File: src/rtl/fifo_pkg.sv
`default_nettype none
// ============================================================================
//  Module      : fifo_pkg
//  Description : Shared constants and helpers for the ring-buffer FIFO:
//                read-mode selectors, count/pointer width helpers and the
//                pointer-increment-with-wrap function.
//  Revision    : 1.0 - initial release
// ============================================================================
package fifo_pkg;

    // Read-mode selectors for the SHOW_AHEAD parameter
    localparam int RD_REGISTERED = 0;
    localparam int RD_SHOW_AHEAD = 1;

    // Bits needed to hold an occupancy of 0..depth inclusive
    function automatic int cnt_width(input int depth);
        return $clog2(depth + 1);
    endfunction

    // Bits needed to address depth entries (at least one bit)
    function automatic int ptr_width(input int depth);
        return (depth > 1) ? $clog2(depth) : 1;
    endfunction

    // Advance a pointer, wrapping by explicit compare so non-power-of-two
    // depths never visit unused addresses
    function automatic int ptr_next(input int ptr, input int depth);
        return (ptr == depth - 1) ? 0 : ptr + 1;
    endfunction

endpackage : fifo_pkg
`default_nettype wire

File: src/rtl/fifo_ring_if.sv
`default_nettype none
// ============================================================================
//  Module      : fifo_ring_if
//  Description : Producer/consumer bundle of the ring-buffer FIFO. The
//                master modport is the user side, the slave modport the FIFO.
//  Revision    : 1.0 - initial release
// ============================================================================
interface fifo_ring_if
    import fifo_pkg::*;
#(
    parameter int DATA_WIDTH = 8,
    parameter int CNT_W      = cnt_width(8)
);
    logic                  wr_en;
    logic [DATA_WIDTH-1:0] wr_data;
    logic                  wr_ready;
    logic                  rd_en;
    logic [DATA_WIDTH-1:0] rd_data;
    logic                  rd_val;
    logic [CNT_W-1:0]      count;
    logic                  almost_full;
    logic                  almost_empty;
    logic                  overflow;
    logic                  underflow;

    modport master (
        output wr_en, wr_data, rd_en,
        input  wr_ready, rd_data, rd_val, count,
               almost_full, almost_empty, overflow, underflow
    );

    modport slave (
        input  wr_en, wr_data, rd_en,
        output wr_ready, rd_data, rd_val, count,
               almost_full, almost_empty, overflow, underflow
    );

endinterface : fifo_ring_if
`default_nettype wire

File: src/rtl/fifo_ring_mem.sv
`default_nettype none
// ============================================================================
//  Module      : fifo_ring_mem
//  Description : FIFO_DEPTH x DATA_WIDTH simple dual-port storage with one
//                synchronous write port and an asynchronous read address.
//                Contents are intentionally not reset.
//  Revision    : 1.0 - initial release
// ============================================================================
module fifo_ring_mem
    import fifo_pkg::*;
#(
    parameter int FIFO_DEPTH = 8,
    parameter int DATA_WIDTH = 8,
    parameter int ADDR_W     = ptr_width(FIFO_DEPTH)
) (
    input  wire logic                  clk,
    input  wire logic                  wr_en,
    input  wire logic [ADDR_W-1:0]     wr_addr,
    input  wire logic [DATA_WIDTH-1:0] wr_data,
    input  wire logic [ADDR_W-1:0]     rd_addr,
    output logic      [DATA_WIDTH-1:0] rd_data
);

    logic [DATA_WIDTH-1:0] r_mem [FIFO_DEPTH];

    // Write port: store the word at the write address on an accepted write
    always_ff @(posedge clk) begin
        if (wr_en) begin
            r_mem[wr_addr] <= wr_data;
        end
    end

    assign rd_data = r_mem[rd_addr];

endmodule : fifo_ring_mem
`default_nettype wire

File: src/rtl/fifo_ring.sv
`default_nettype none
// ============================================================================
//  Module      : fifo_ring
//  Description : Single-clock circular-buffer FIFO with occupancy count,
//                programmable almost-full/almost-empty flags, registered
//                overflow/underflow pulses and a selectable registered or
//                show-ahead (first-word-fall-through) read mode.
//  Revision    : 1.0 - initial release
// ============================================================================
module fifo_ring
    import fifo_pkg::*;
#(
    parameter int FIFO_DEPTH = 8,
    parameter int DATA_WIDTH = 8,
    parameter int AF_LEVEL   = FIFO_DEPTH - 1,
    parameter int AE_LEVEL   = 1,
    parameter int SHOW_AHEAD = RD_REGISTERED,
    parameter int CNT_W      = cnt_width(FIFO_DEPTH)
) (
    input wire logic   clk,
    input wire logic   reset,
    fifo_ring_if.slave bus
);

    localparam int               PTR_W       = ptr_width(FIFO_DEPTH);
    localparam logic [CNT_W-1:0] c_depth     = CNT_W'(FIFO_DEPTH);
    localparam logic [CNT_W-1:0] c_af_level  = CNT_W'(AF_LEVEL);
    localparam logic [CNT_W-1:0] c_ae_level  = CNT_W'(AE_LEVEL);
    localparam logic [CNT_W-1:0] c_cnt_one   = CNT_W'(1);

    // Elaboration-time parameter range checks
    if (FIFO_DEPTH < 2) begin : g_chk_depth
        $error("fifo_ring: FIFO_DEPTH must be >= 2");
    end
    if (DATA_WIDTH < 1) begin : g_chk_width
        $error("fifo_ring: DATA_WIDTH must be >= 1");
    end
    if (AF_LEVEL < 1 || AF_LEVEL > FIFO_DEPTH) begin : g_chk_af
        $error("fifo_ring: AF_LEVEL out of range 1..FIFO_DEPTH");
    end
    if (AE_LEVEL < 0 || AE_LEVEL > FIFO_DEPTH - 1) begin : g_chk_ae
        $error("fifo_ring: AE_LEVEL out of range 0..FIFO_DEPTH-1");
    end
    if (SHOW_AHEAD != RD_REGISTERED && SHOW_AHEAD != RD_SHOW_AHEAD) begin : g_chk_mode
        $error("fifo_ring: SHOW_AHEAD must be 0 or 1");
    end
    if (CNT_W != cnt_width(FIFO_DEPTH)) begin : g_chk_cnt_w
        $error("fifo_ring: CNT_W is derived from FIFO_DEPTH and must not be overridden");
    end

    logic [PTR_W-1:0]      r_wr_ptr;
    logic [PTR_W-1:0]      r_rd_ptr;
    logic [CNT_W-1:0]      r_count;
    logic                  r_overflow;
    logic                  r_underflow;
    logic                  w_full;
    logic                  w_empty;
    logic                  w_acc_wr;
    logic                  w_acc_rd;
    logic [DATA_WIDTH-1:0] w_mem_rd_data;

    assign w_full   = (r_count == c_depth);
    assign w_empty  = (r_count == '0);
    // A same-cycle read never makes room for a write when full, and a
    // same-cycle write never satisfies a read when empty.
    assign w_acc_wr = bus.wr_en && !w_full;
    assign w_acc_rd = bus.rd_en && !w_empty;

    fifo_ring_mem #(
        .FIFO_DEPTH (FIFO_DEPTH),
        .DATA_WIDTH (DATA_WIDTH),
        .ADDR_W     (PTR_W)
    ) u_mem (
        .clk     (clk),
        .wr_en   (w_acc_wr),
        .wr_addr (r_wr_ptr),
        .wr_data (bus.wr_data),
        .rd_addr (r_rd_ptr),
        .rd_data (w_mem_rd_data)
    );

    // Pointer, occupancy and error-pulse registers
    always_ff @(posedge clk or posedge reset) begin
        if (reset) begin
            r_wr_ptr    <= '0;
            r_rd_ptr    <= '0;
            r_count     <= '0;
            r_overflow  <= 1'b0;
            r_underflow <= 1'b0;
        end else begin
            r_overflow  <= bus.wr_en && w_full;
            r_underflow <= bus.rd_en && w_empty;
            if (w_acc_wr) begin
                r_wr_ptr <= PTR_W'(ptr_next(int'(r_wr_ptr), FIFO_DEPTH));
            end
            if (w_acc_rd) begin
                r_rd_ptr <= PTR_W'(ptr_next(int'(r_rd_ptr), FIFO_DEPTH));
            end
            if (w_acc_wr && !w_acc_rd) begin
                r_count <= r_count + c_cnt_one;
            end else if (!w_acc_wr && w_acc_rd) begin
                r_count <= r_count - c_cnt_one;
            end
        end
    end

    assign bus.count        = r_count;
    assign bus.wr_ready     = !w_full;
    assign bus.almost_full  = (r_count >= c_af_level);
    assign bus.almost_empty = (r_count <= c_ae_level);
    assign bus.overflow     = r_overflow;
    assign bus.underflow    = r_underflow;

    if (SHOW_AHEAD == RD_SHOW_AHEAD) begin : g_show_ahead
        // Head word is presented directly; valid whenever anything is stored
        assign bus.rd_data = w_mem_rd_data;
        assign bus.rd_val  = !w_empty;
    end else begin : g_registered
        logic [DATA_WIDTH-1:0] r_rd_data;
        logic                  r_rd_val;

        // Capture the head word on an accepted read; rd_val pulses one cycle
        always_ff @(posedge clk or posedge reset) begin
            if (reset) begin
                r_rd_data <= '0;
                r_rd_val  <= 1'b0;
            end else begin
                r_rd_val <= w_acc_rd;
                if (w_acc_rd) begin
                    r_rd_data <= w_mem_rd_data;
                end
            end
        end

        assign bus.rd_data = r_rd_data;
        assign bus.rd_val  = r_rd_val;
    end

endmodule : fifo_ring
`default_nettype wire

File: src/flat_wrapper.sv
// flat-port wrapper written by rule: the top's interface ports become plain ports
module fifo_ring_flat import fifo_pkg::*;
#(
    parameter int FIFO_DEPTH = 8,
    parameter int DATA_WIDTH = 8,
    parameter int AF_LEVEL   = FIFO_DEPTH - 1,
    parameter int AE_LEVEL   = 1,
    parameter int SHOW_AHEAD = RD_REGISTERED,
    parameter int CNT_W      = cnt_width(FIFO_DEPTH)
)
  (clk, reset, bus_wr_en, bus_wr_data, bus_rd_en, bus_wr_ready, bus_rd_data, bus_rd_val, bus_count, bus_almost_full, bus_almost_empty, bus_overflow, bus_underflow);
  fifo_ring_if #(.DATA_WIDTH(DATA_WIDTH), .CNT_W(CNT_W)) bus_i ();
  input wire logic clk;
  input wire logic reset;
  input wire logic [$bits(bus_i.wr_en)-1:0] bus_wr_en;
  input wire logic [$bits(bus_i.wr_data)-1:0] bus_wr_data;
  input wire logic [$bits(bus_i.rd_en)-1:0] bus_rd_en;
  output wire logic [$bits(bus_i.wr_ready)-1:0] bus_wr_ready;
  output wire logic [$bits(bus_i.rd_data)-1:0] bus_rd_data;
  output wire logic [$bits(bus_i.rd_val)-1:0] bus_rd_val;
  output wire logic [$bits(bus_i.count)-1:0] bus_count;
  output wire logic [$bits(bus_i.almost_full)-1:0] bus_almost_full;
  output wire logic [$bits(bus_i.almost_empty)-1:0] bus_almost_empty;
  output wire logic [$bits(bus_i.overflow)-1:0] bus_overflow;
  output wire logic [$bits(bus_i.underflow)-1:0] bus_underflow;
  assign bus_i.wr_en = bus_wr_en;
  assign bus_i.wr_data = bus_wr_data;
  assign bus_i.rd_en = bus_rd_en;
  assign bus_wr_ready = bus_i.wr_ready;
  assign bus_rd_data = bus_i.rd_data;
  assign bus_rd_val = bus_i.rd_val;
  assign bus_count = bus_i.count;
  assign bus_almost_full = bus_i.almost_full;
  assign bus_almost_empty = bus_i.almost_empty;
  assign bus_overflow = bus_i.overflow;
  assign bus_underflow = bus_i.underflow;
  fifo_ring #(.FIFO_DEPTH(FIFO_DEPTH), .DATA_WIDTH(DATA_WIDTH), .AF_LEVEL(AF_LEVEL), .AE_LEVEL(AE_LEVEL), .SHOW_AHEAD(SHOW_AHEAD), .CNT_W(CNT_W)) u_core (.clk(clk), .reset(reset), .bus(bus_i));
endmodule
File: config.mk
export PLATFORM = sky130hd
export DESIGN_NAME = fifo_ring_flat
export DESIGN_NICKNAME = d
export VERILOG_FILES = /design/src/rtl/fifo_pkg.sv /design/src/rtl/fifo_ring_if.sv /design/src/rtl/fifo_ring_mem.sv /design/src/rtl/fifo_ring.sv /design/src/flat_wrapper.sv
export SDC_FILE = /design/constraint.sdc
export NUM_CORES = 1
export LEC_CHECK = 0
export BUFFER_PORTS_ARGS = -buffer_cell sky130_fd_sc_hd__buf_2
export CORE_MARGIN = 2
export CORE_UTILIZATION = 53
export DETAILED_ROUTE_END_ITERATION = 10
export PLACE_DENSITY = 0.75
export RECOVER_POWER = 50
export SLEW_MARGIN = 20
export SYNTH_ARGS = -nofsm -noshare
export SYNTH_HDL_FRONTEND = slang
export SYNTH_HIERARCHICAL = 1
export SYNTH_SLANG_ARGS = --single-unit
File: constraint.sdc
create_clock -name clk -period 2.1 [get_ports clk]
set_input_delay 0.315 -clock clk [delete_from_list [all_inputs] [get_ports clk]]
set_output_delay 0.315 -clock clk [all_outputs]
set_load 0.01 [all_outputs]
==> key figures, run 1 <==
Clock tree
  • Worst-Skew Late Latency: 0.34 ns
  • Longest Clk Path Bufs: 2
  • Clock transition at path regs: 0.07 ns
  • TritonCTS clock tree: yes
  • Clk sink count: 85
  • Root Buffer Master: clkbuf_8
  • H-tree depth: 3
  • Num CTS Buffers: 9

Synth
  • Register area share after synthesis: 69.7%
  • Distinct cells, synth: 29
  • Mapped Cells: 181
  • Share of the synthesized area in the top cell type: 54.7%
  • Main synth FF type: edfxtp_1
  • #FFs+latches synth: 85
  • Synth area leaders: edfxtp_1 55%, dfrtp_1 15%, mux4_1 11%
  • Post-Syn Nets: 202
  • Post-Syn Area: 3510 um2
  • Async SR Flop Fraction: 24.7%
  • Post-synth EDFFs: 64
  • Area leader, netlist: edfxtp_1
  • Yosys warnings: 6
  • Post-Syn Area per Cell: 19.4 um2

Placement
  • Port Buf Inserts: 29
  • Post-place setup slack: 0.0563 ns
  • Dpl hpwl: 3.75 mm
  • Global placement routability congestion: 0.787
  • Inst Count DP: 296

Critical path
  • Critical Path End Type: flop
  • Bufs and invs on worst path: 2
  • CP Class: reg2reg
  • Critical-path maximum fanout: 4
  • CP delay by family, top: simple AND/OR/NAND/NOR gates
  • Cell Chain, Critical Path: inv_2, ha_1, buf_4, nand2b_1, o21ai_2, ha_4, or4_1, a21oi_2, xor2_1
  • Worst path slowest cell: or4_1
  • WP data arrival: 2.27 ns
  • Critical Path Start Type: flop
  • R2r setup slk: 0.10 ns
  • CP required: 2.37 ns
  • CP peak stage delay: 0.51 ns

Floorplanning
  • Die Ht: 85.4 um
  • Die area: 7290 um2
  • Starting Density: 55.0%
  • # rows: 29
  • DIE WIDTH: 85.4 um
  • IO Pins: 30
  • Placeable core area: 6390 um2

Finish
  • Fill cells: 463
  • Fraction of layout cells with a size suffix above 1: 31.8%
  • Final #Nets: 252
  • Multi-input gate area: 1010 um2
  • Non-Filler Instances: 313
  • Commonest non-fill, non-tap cell in the layout: edfxtp_1
  • Most frequent cells in the layout: 64 x edfxtp_1, 22 x mux2_2, 20 x dfrtp_1
  • Syn-to-layout area delta: 15.8%
  • # diodes: 0
  • Sequential cell area: 2450 um2

Pwr
  • Pwr Density: 1370 nW/um2
  • Clock power frac: 22.7%
  • Reg power frac: 44.8%
  • Internal: 3.93 mW
  • Logic pwr share: 32.5%
  • Leak: 1.53 nW
  • Power Total: 5.55 mW
  • Worst vdd ir: 0.00127 V
  • Switch share: 29.1%
  • Switching pwr: 1.62 mW

Timing
  • Slew @ Worst Pin: 0.867 ns
  • Fin Setup TNS: 0 ns
  • Max Fclk: 501 MHz
  • Post-route clock skew: 0.00384 ns
  • Final slew viol count: 0
  • Final Worst Setup Slack: 0.103 ns
  • Hold Slack: 0.143 ns
  • RSZ-0062 raised after global routing: false
  • Period minus WS final: 2.00 ns
  • Final worst-path cycle share: 95.1%
  • Final setup vio count: 0
  • Final hold vios: 0
  • Max-Slew Margin vs Limit: 42.2%

Routing
  • Drt first-iter violations: 76
  • Vias: 1775
  • Pre-Repair DR Iteration Count: 4
  • Post-route antenna net violation count: 0
  • WL final: 6.04 mm
  • DRC: 0
  • Via/cell ratio: 5.67
  • Drt wl/cell: 19.3 um

Run
  • Max-Cap Viols: 0

Global route
  • Initial antenna violation count: 0
  • Gr usage total: 18.0%
  • Pin count of the biggest net entering global routing: 22
  • Vias in the first global route: 1744
  • First-pass GRT wire length: 9.36 mm
  • Gr ovfl total: 0

Worst hold path
  • Worst Hold Class: in2async

Status
  • Status: finished, final reports clean
==> power groups by stage <==
stage               Clock, mW  Combinational (mW)  Sequential (mW)
detailed placement          0                1.80             2.53
global placement            0                1.77             2.50
finish                   1.26                1.81             2.49
global route             1.35                1.97             2.53
floorplan                   0                1.26             2.48
CTS                      1.29                1.81             2.49
==> layout make-up <==
cell class	count	share of cell area, %
Clock buffer	13	3.91
Clock inverter	3	1.66
Inverter	6	0.554
Multi-Input combinational cell	84	25.0
Sequential cell	85	60.2
Tap cell	77	2.37
Timing Repair Buffer	45	6.34
==> synth_stat cells (2+ instances only) <==
| master | number |
|---|---|
| nor3_1 | 3 |
| nor2b_1 | 2 |
| nand2b_1 | 4 |
| nor2_1 | 11 |
| nand2_1 | 4 |
| dfrtp_1 | 21 |
| ha_1 | 9 |
| mux4_1 | 15 |
| edfxtp_1 | 64 |
| mux2_2 | 22 |
| xor2_1 | 3 |
| inv_1 | 6 |
==> flip-flops by register name, indices dropped and copies added, names as in the netlist <==
signal	cells
u_core/bus.overflow	1
u_core/r_rd_ptr	3
u_core/u_mem/r_mem	64
u_core/bus.rd_data	8
u_core/bus.underflow	1
u_core/bus.count	4
u_core/r_wr_ptr	3
u_core/bus.rd_val	1
==> per-stage QoR <==
step	util [%]	instance area (um2)
after floorplan	-	3530
after global placement	60.2	3840
after detailed placement	60.2	3840
after CTS	63.7	4070
after global routing	63.7	4070
final	63.7	4070
==> repair_timing <==
action | in CTS | in global routing
hold buffers | 0 | 0
endpoints found under the setup margin | 0 | 1
buffers inserted | 0 | 1
gates resized for setup | 0 | 3
==> final timing paths <==
path	from	depth (start not counted)	endpoint
worst min register to register	u_core/bus.rd_data[6]	1	u_core/bus.rd_data[6]
worst max register to register	u_core/bus.count[1]	9	u_core/bus.count[3]
worst max-delay path	u_core/bus.count[1]	9	u_core/bus.count[3]
min in group clk	bus_wr_en	3	u_core/bus.overflow
worst min-delay path	reset	2	u_core/bus.rd_data[0]
max in group asynchronous	reset	2	u_core/bus.count[0]
==> kinds of logic (layout without fill, tap and decap cells) <==
kind of cell	after synthesis	count (layout)	synth area share [%]
flip-flops	85	85	69.7
multiplexers	39	39	19.2
AND/OR/NAND/NOR	28	28	3.92
buffers and inverters	12	67	2.10
adder cells (fa/ha/maj)	9	9	3.21
AO/OA/AOI/OAI	4	4	0.855
XOR/XNOR	4	4	0.998
==> metal layers <==
layer / track usage (%) / routed length, um / vias to the layer above
met4: 7.36 / 87 / 0
met3: 3.79 / 197 / 10
met2: 28.4 / 2950 / 43
li1: - / - / 809
met5: 0 / 0 / -
met1: 24.8 / 2810 / 913
(Power assumes the default switching activity.)
==> inputs of run 2 (changes only) <==
--- a/config.mk
+++ b/config.mk
@@ -5,7 +5,7 @@
 export SDC_FILE = /design/constraint.sdc
 export NUM_CORES = 1
 export LEC_CHECK = 0
-export BUFFER_PORTS_ARGS = -buffer_cell sky130_fd_sc_hd__buf_2
+export BUFFER_PORTS_ARGS = -buffer_cell sky130_fd_sc_hd__buf_4
 export CORE_MARGIN = 2
 export CORE_UTILIZATION = 53
 export DETAILED_ROUTE_END_ITERATION = 10
==> run 2 against run 1 <==
Effect of this change: count of clock-buffer cells in the layout decreased by 4; hold slack got worse by 0.0091 ns; die area unchanged; combinational power increased by 13%; core utilization increased by 1.2 points; largest power group unchanged; via count decreased by 0.17%; global-route usage increased by 0.81 points; critical path depth unchanged.
==> key figures, run 2 (same netlist as run 1, synthesis figures left out) <==
Critical path
  • Bufs and invs on worst path: 2 (unchanged)
  • CP required: 2.38 ns (about the same)
  • Critical Path Source: u_core/bus.count[1]
  • CP Depth: 9 (unchanged)
  • CP peak stage delay: 0.52 ns (about the same)
  • Critical Path End Type: flop
  • Critical Path Start Type: flop
  • R2R depth: 9 (unchanged)
  • Worst path slowest cell: or4_4
  • WP data arrival: 2.30 ns (+0.03 ns)
  • Cell Chain, Critical Path: inv_2, ha_4, nand3b_1, nand2_2, inv_2, ha_4, or4_4, a21oi_2, xor2_1
  • Critical-path maximum fanout: 4 (unchanged)
  • CP delay by family, top: simple AND/OR/NAND/NOR gates
  • CP Class: reg2reg
  • R2r startpoint: u_core/bus.count[1]

Finish
  • # diodes: 0 (unchanged)
  • Commonest non-fill, non-tap cell in the layout: edfxtp_1
  • Final #Nets: 254 (+0.79%)
  • Number of flip-flops in the largest register: 64 (unchanged)
  • Most frequent cells in the layout: 64 x edfxtp_1, 37 x buf_4, 22 x mux2_2
  • Fraction of layout cells with a size suffix above 1: 37.8% (+6.0 points)
  • Non-Filler Instances: 315 (+0.64%)
  • Biggest register: u_core/u_mem/r_mem
  • Syn-to-layout area delta: 18.0%

Timing
  • Final slew viol count: 0 (unchanged)
  • Slew @ Worst Pin: 0.859 ns (-0.00778 ns)
  • Fin Setup TNS: 0 ns (unchanged)
  • Period minus WS final: 2.02 ns (+0.0229 ns)
  • Final setup vio count: 0 (unchanged)
  • Final worst-path cycle share: 96.2% (+1.1 points)
  • Max-Slew Margin vs Limit: 42.7% (+0.52 points)
  • Final hold vios: 0 (unchanged)
  • Max Fclk: 495 MHz (-1.1%)
  • Post-route clock skew: 0.0138 ns (+0.00995 ns)

Routing
  • Drt wl/cell: 20.6 um (+6.5%)
  • Drt first-iter violations: 145 (+91%)
  • Post-route antenna net violation count: 0 (unchanged)
  • DRC: 0 (unchanged)
  • WL final: 6.47 mm (+7.1%)
  • Via/cell ratio: 5.63 (-0.80%)
  • Pre-Repair DR Iteration Count: 4 (unchanged)
  • Vias: 1772 (-0.17%)

Global route
  • Gr ovfl total: 0 (unchanged)
  • Vias in the first global route: 1855 (+6.4%)
  • Gr usage total: 18.9% (+0.81 points)
  • First-pass GRT wire length: 9.79 mm (+4.6%)
  • Initial antenna violation count: 0 (unchanged)
  • Pin count of the biggest net entering global routing: 22 (unchanged)

Floorplanning
  • IO Pins: 30 (unchanged)
  • # rows: 29 (unchanged)
  • Starting Density: 55.0% (unchanged)
  • Die area: 7290 um2 (unchanged)
  • Placeable core area: 6390 um2 (unchanged)
  • DIE WIDTH: 85.4 um (unchanged)
  • Die Ht: 85.4 um (unchanged)

Run
  • Max-Cap Viols: 0 (unchanged)

Clock tree
  • TritonCTS clock tree: yes
  • Longest Clk Path Bufs: 2 (unchanged)
  • H-tree depth: 3 (unchanged)
  • Worst-Skew Late Latency: 0.35 ns (about the same)
  • Root Buffer Master: clkbuf_8
  • Num CTS Buffers: 9 (unchanged)
  • Clk sink count: 85 (unchanged)
  • Cts hold-fix bufs: 0 (unchanged)
  • Clock transition at path regs: 0.10 ns (+0.03 ns)

Placement
  • Global placement routability congestion: 0.732 (-7.0%)
  • Port Buf Inserts: 29 (unchanged)
  • Dpl hpwl: 4.09 mm (+9.1%)
  • Inst Count DP: 296 (unchanged)

Status
  • Status: finished, final reports clean

Worst hold path
  • Worst Hold Class: in2async

Pwr
  • Pwr Density: 1380 nW/um2 (+1.0%)
  • Worst vdd ir: 0.000965 V (-24%)
  • Leak: 1.58 nW (+3.1%)
==> run 2: cell types whose count changed in the layout (fill, tap and decap cells not counted), sizes merged <==
cell / previous run / this run
clkbuf: 29 / 18
bufinv: 2 / 1
buf: 29 / 38
inv: 6 / 11
==> run 2: per-stage QoR <==
| step | power (mW) | setup slack (ns) | instance area, um2 | util (%) | hold WS (ns) |
|---|---|---|---|---|---|
| 2_1_floorplan | 3.74 | -0.0556 | 3530 | - | 0.291 |
| 3_3_place_gp | 4.33 | 0.109 | 3920 | 61.3 | 0.490 |
| 3_5_place_dp | 4.47 | -0.0144 | 3920 | 61.3 | 0.494 |
| 4_1_cts | 5.68 | 0.0167 | 4140 | 64.8 | 0.160 |
| 5_1_grt | 6.01 | -0.00660 | 4140 | 64.9 | 0.188 |
| 6_report | 5.72 | 0.0797 | 4140 | 64.9 | 0.134 |
==> run 2: cell type report <==
cell class | instances | area [um2]
sequential | 85 | 2450
fill | 423 | 2240
multi-input combinational | 84 | 1030
timing repair buffer | 47 | 335
clock buffer | 9 | 124
tap | 77 | 96.3
clock inverter | 7 | 86.3
inverter | 6 | 22.5
==> run 2: worst register-to-register path, delay by kind of cell (launching register included) <==
family,cells,cell delay [ns]
buf+inv,2,0.16
compound gates,1,0.16
fa+ha+maj,2,0.32
flops,1,0.40
simple gates,3,0.76
xor+xnor,1,0.15
==> run 2: path summary, 6_finish.rpt <==
path                                    endpoint  slack, ns
max reg2reg                  u_core/bus.count[3]       0.08
max in group asynchronous    u_core/bus.count[0]       1.38
min in group clk             u_core/bus.overflow       0.19
max                          u_core/bus.count[3]       0.08
min reg2reg                u_core/bus.rd_data[0]       0.51
min                        u_core/bus.rd_data[7]       0.13
==> run 2: power breakdown <==
group          total (mW)  switching (mW)  internal, mW  leakage [nW]
clock                1.20           0.618         0.578         0.105
combinational        2.05           0.903          1.15         0.644
sequential           2.47           0.266          2.20         0.831
==> run 2: timing repair <==
item	in CTS	in global routing
gates resized for setup	1	5
endpoints found under the hold margin	0	0
setup endpoints to repair	1	1
pin swaps	2	4
setup buffers	1	2
gates cloned	0	0
==> run 2: per-layer routing <==
metal	part of all wire (%)	GRT usage, %	wire length [um]
met1	41	22.7	2660
met2	54	33.3	3520
met3	3.5	3.70	227
met4	1.1	7.65	68
met5	0	0	0
==> inputs of run 3 (changes only) <==
--- a/config.mk
+++ b/config.mk
@@ -5,11 +5,12 @@
 export SDC_FILE = /design/constraint.sdc
 export NUM_CORES = 1
 export LEC_CHECK = 0
+export ABC_AREA = 1
 export BUFFER_PORTS_ARGS = -buffer_cell sky130_fd_sc_hd__buf_4
 export CORE_MARGIN = 2
-export CORE_UTILIZATION = 53
+export CORE_UTILIZATION = 54
 export DETAILED_ROUTE_END_ITERATION = 10
-export PLACE_DENSITY = 0.75
+export PLACE_DENSITY = 0.76
 export RECOVER_POWER = 50
 export SLEW_MARGIN = 20
 export SYNTH_ARGS = -nofsm -noshare
==> run 3 against run 2 <==
Effect of this change: area after synthesis increased by 13%; via count rose by 50%; clock power decreased by 10%; cell count is 76% higher; core utilization is 3.9 points lower; count of clock-buffer cells in the layout up 4; clock skew is 0.0012 ns lower.
==> key figures, run 3 <==
Floorplanning
  • Die area: 8030 um2 (+10%)
  • DIE WIDTH: 89.6 um (+4.9%)
  • Die Ht: 89.6 um (+4.9%)
  • IO Pins: 30 (unchanged)
  • # rows: 31 (+6.9%)
  • Starting Density: 55.2% (+0.18 points)
  • Placeable core area: 7180 um2 (+12%)

Routing
  • WL final: 7.62 mm (+18%)
  • Pre-Repair DR Iteration Count: 5 (+1)
  • Drt wl/cell: 13.8 um (-33%)
  • Drt first-iter violations: 178 (+23%)
  • Post-route antenna net violation count: 0 (unchanged)
  • DRC: 0 (unchanged)
  • Via/cell ratio: 4.81 (-14%)
  • Vias: 2662 (+50%)

Global route
  • Initial antenna violation count: 0 (unchanged)
  • Vias in the first global route: 2498 (+35%)
  • Gr usage total: 20.7% (+1.8 points)
  • First-pass GRT wire length: 11.9 mm (+21%)
  • Pin count of the biggest net entering global routing: 33 (+50%)
  • Gr ovfl total: 0 (unchanged)

Finish
  • Most frequent cells in the layout: 143 x nand2_1, 85 x inv_1, 64 x edfxtp_1
  • Syn-to-layout area delta: 10.6%
  • Final #Nets: 470 (+85%)
  • Commonest non-fill, non-tap cell in the layout: nand2_1
  • Biggest register: u_core/u_mem/r_mem
  • Post-layout util: 61.0% (-3.9 points)
  • Number of flip-flops in the largest register: 64 (unchanged)
  • Final instance area: 4380 um2 (+5.6%)
  • Fraction of layout cells with a size suffix above 1: 12.3% (-25 points)
  • # diodes: 0 (unchanged)

Critical path
  • Critical Path Source: u_core/bus.count[0]
  • Critical Path Start Type: flop
  • Critical-path maximum fanout: 13 (+9)
  • R2r startpoint: u_core/bus.count[0]
  • WP data arrival: 2.21 ns (-0.09 ns)
  • Critical Path End Type: flop
  • CP required: 2.36 ns (-0.02 ns)
  • CP Class: reg2reg

Synth
  • Post-Syn Area per Cell: 9.63 um2 (-50%)
  • Main synth FF type: edfxtp_1
  • Async SR Flop Fraction: 24.7% (unchanged)
  • Mapped Cells: 411 (+130%)
  • Most common cell in the netlist: nand2_1
  • Yosys warnings: 6 (unchanged)
  • Post-synth EDFFs: 64 (unchanged)
  • #FFs+latches synth: 85 (unchanged)
  • Post-Syn Area: 3960 um2 (+13%)
  • Share of the synthesized area in the top cell type: 48.6% (-6.2 points)
  • Area leader, netlist: edfxtp_1
  • Post-synth top cells: 142 x nand2_1, 85 x inv_1, 64 x edfxtp_1
  • Register area share after synthesis: 61.8% (-7.9 points)
  • Synth area leaders: edfxtp_1 49%, nand2_1 13%, dfrtp_1 13%
  • Distinct cells, synth: 23 (-21%)
  • Post-Syn Nets: 432 (+110%)

Clock tree
  • Clock transition at path regs: 0.08 ns (-0.02 ns)
  • Root Buffer Master: clkbuf_8
  • TritonCTS clock tree: yes
  • Clk sink count: 85 (unchanged)
  • Worst-Skew Late Latency: 0.36 ns (about the same)
  • Setup Buffers After CTS: 0 (-1)
  • Post-CTS sizing: 0 (-1)
  • Longest Clk Path Bufs: 2 (unchanged)
  • H-tree depth: 3 (unchanged)
  • Num CTS Buffers: 9 (unchanged)
  • Cts hold-fix bufs: 0 (unchanged)

Placement
  • Global placement routability congestion: 0.856 (+17%)
  • Post-place setup slack: 0.178 ns (+0.192 ns)
  • Dpl hpwl: 5.24 mm (+28%)
  • Dpl cell area: 4250 um2 (+8.6%)
  • Port Buf Inserts: 29 (unchanged)

Timing
  • RSZ-0062 raised after global routing: false
  • Final Worst Setup Slack: 0.157 ns (+0.0775 ns)
  • Final setup vio count: 0 (unchanged)
  • Hold Slack: 0.112 ns (-0.0213 ns)
  • Period minus WS final: 1.94 ns (-0.0775 ns)
  • Max-Slew Margin vs Limit: 45.1% (+2.4 points)
  • Final hold vios: 0 (unchanged)
  • Fin Setup TNS: 0 ns (unchanged)
  • Final slew viol count: 0 (unchanged)
  • Slew @ Worst Pin: 0.822 ns (-0.0367 ns)
  • Max Fclk: 515 MHz (+4.0%)
  • Final worst-path cycle share: 92.5% (-3.7 points)
  • Post-route clock skew: 0.0126 ns (-0.00120 ns)

Pwr
  • Switching pwr: 2.16 mW (+21%)
  • Logic pwr share: 38.1% (+2.2 points)
  • Internal: 3.47 mW (-12%)
  • Switch share: 38.3% (+7.1 points)
  • Worst vdd ir: 0.000772 V (-20%)
  • Reg power frac: 42.7% (-0.5 points)
  • Clock power frac: 19.1% (-1.8 points)
  • Pwr Density: 1280 nW/um2 (-6.9%)
  • Leak: 2.13 nW (+35%)

Worst hold path
  • Worst Hold Class: in2async

Status
  • Status: finished, final reports clean

Run
  • Max-Cap Viols: 0 (unchanged)
-- run 3: cell count changes after synthesis, moves of 11 or more --
cell,before,now
nand2_2,0,11
mux4_1,15,0
nand2_1,4,142
inv_1,6,85
nand3_1,0,36
mux2_2,22,0
-- run 3: cells by family after synthesis --
group           Yosys count  synth area share [%]
compound gates            9                  1.20
xor+xnor                  3                 0.664
fa+ha+maj                 9                  2.85
buf+inv                 102                  11.9
flops                    85                  61.8
simple gates            203                  21.6
-- run 3: critical path, cell delays in order, from the launching register on --
cell	delay, ns
dfrtp_1	0.48
inv_1	0.10
ha_1	0.23
nand2_1	0.13
nand2_4	0.13
ha_1	0.28
o21ai_0	0.24
nand4_1	0.12
nand2_1	0.08
inv_1	0.03
-- run 3: per-layer routing --
metal | GRT usage, % | routed length, um | share of wire, %
met1 | 26.0 | 3300 | 43
met2 | 34.5 | 3830 | 50
met3 | 4.30 | 306 | 4.0
met4 | 9.63 | 177 | 2.3
met5 | 0 | 0 | 0
-- run 3: metrics by stage --
step                      instances  power, mW
after floorplan                 411       4.03
after global placement          537       4.56
after detailed placement        537       4.62
after CTS                       553       5.68
after global routing            553       6.03
final                           553       5.62
-- run 3: path summary, 6_finish.rpt --
path | endpoint | cells past startpoint | slack [ns]
min in group clk | u_core/bus.overflow | 3 | 0.18
max in group asynchronous | u_core/r_wr_ptr[1] | 2 | 1.47
worst min register to register | u_core/bus.rd_data[3] | 2 | 0.48
worst max register to register | u_core/bus.count[3] | 9 | 0.16
worst min-delay path | u_core/bus.count[3] | 2 | 0.11
worst max-delay path | u_core/bus.count[3] | 9 | 0.16
-- run 3: cell type report --
type / instances / area, um2
fillers: 587 / 2800
repair buffers: 40 / 244
clock inverters: 3 / 16.3
flip-flops and latches: 85 / 2450
well taps: 99 / 124
clock buffers: 13 / 170
multi-input cells: 224 / 1040
inverters: 89 / 339
-- run 3: power groups by stage --
stage / registers, mW / clock network, mW / logic [mW]
6_report: 2.40 / 1.08 / 2.14
5_1_grt: 2.44 / 1.16 / 2.43
4_1_cts: 2.40 / 1.09 / 2.19
3_5_place_dp: 2.44 / 0 / 2.18
3_3_place_gp: 2.42 / 0 / 2.14
2_1_floorplan: 2.43 / 0 / 1.59
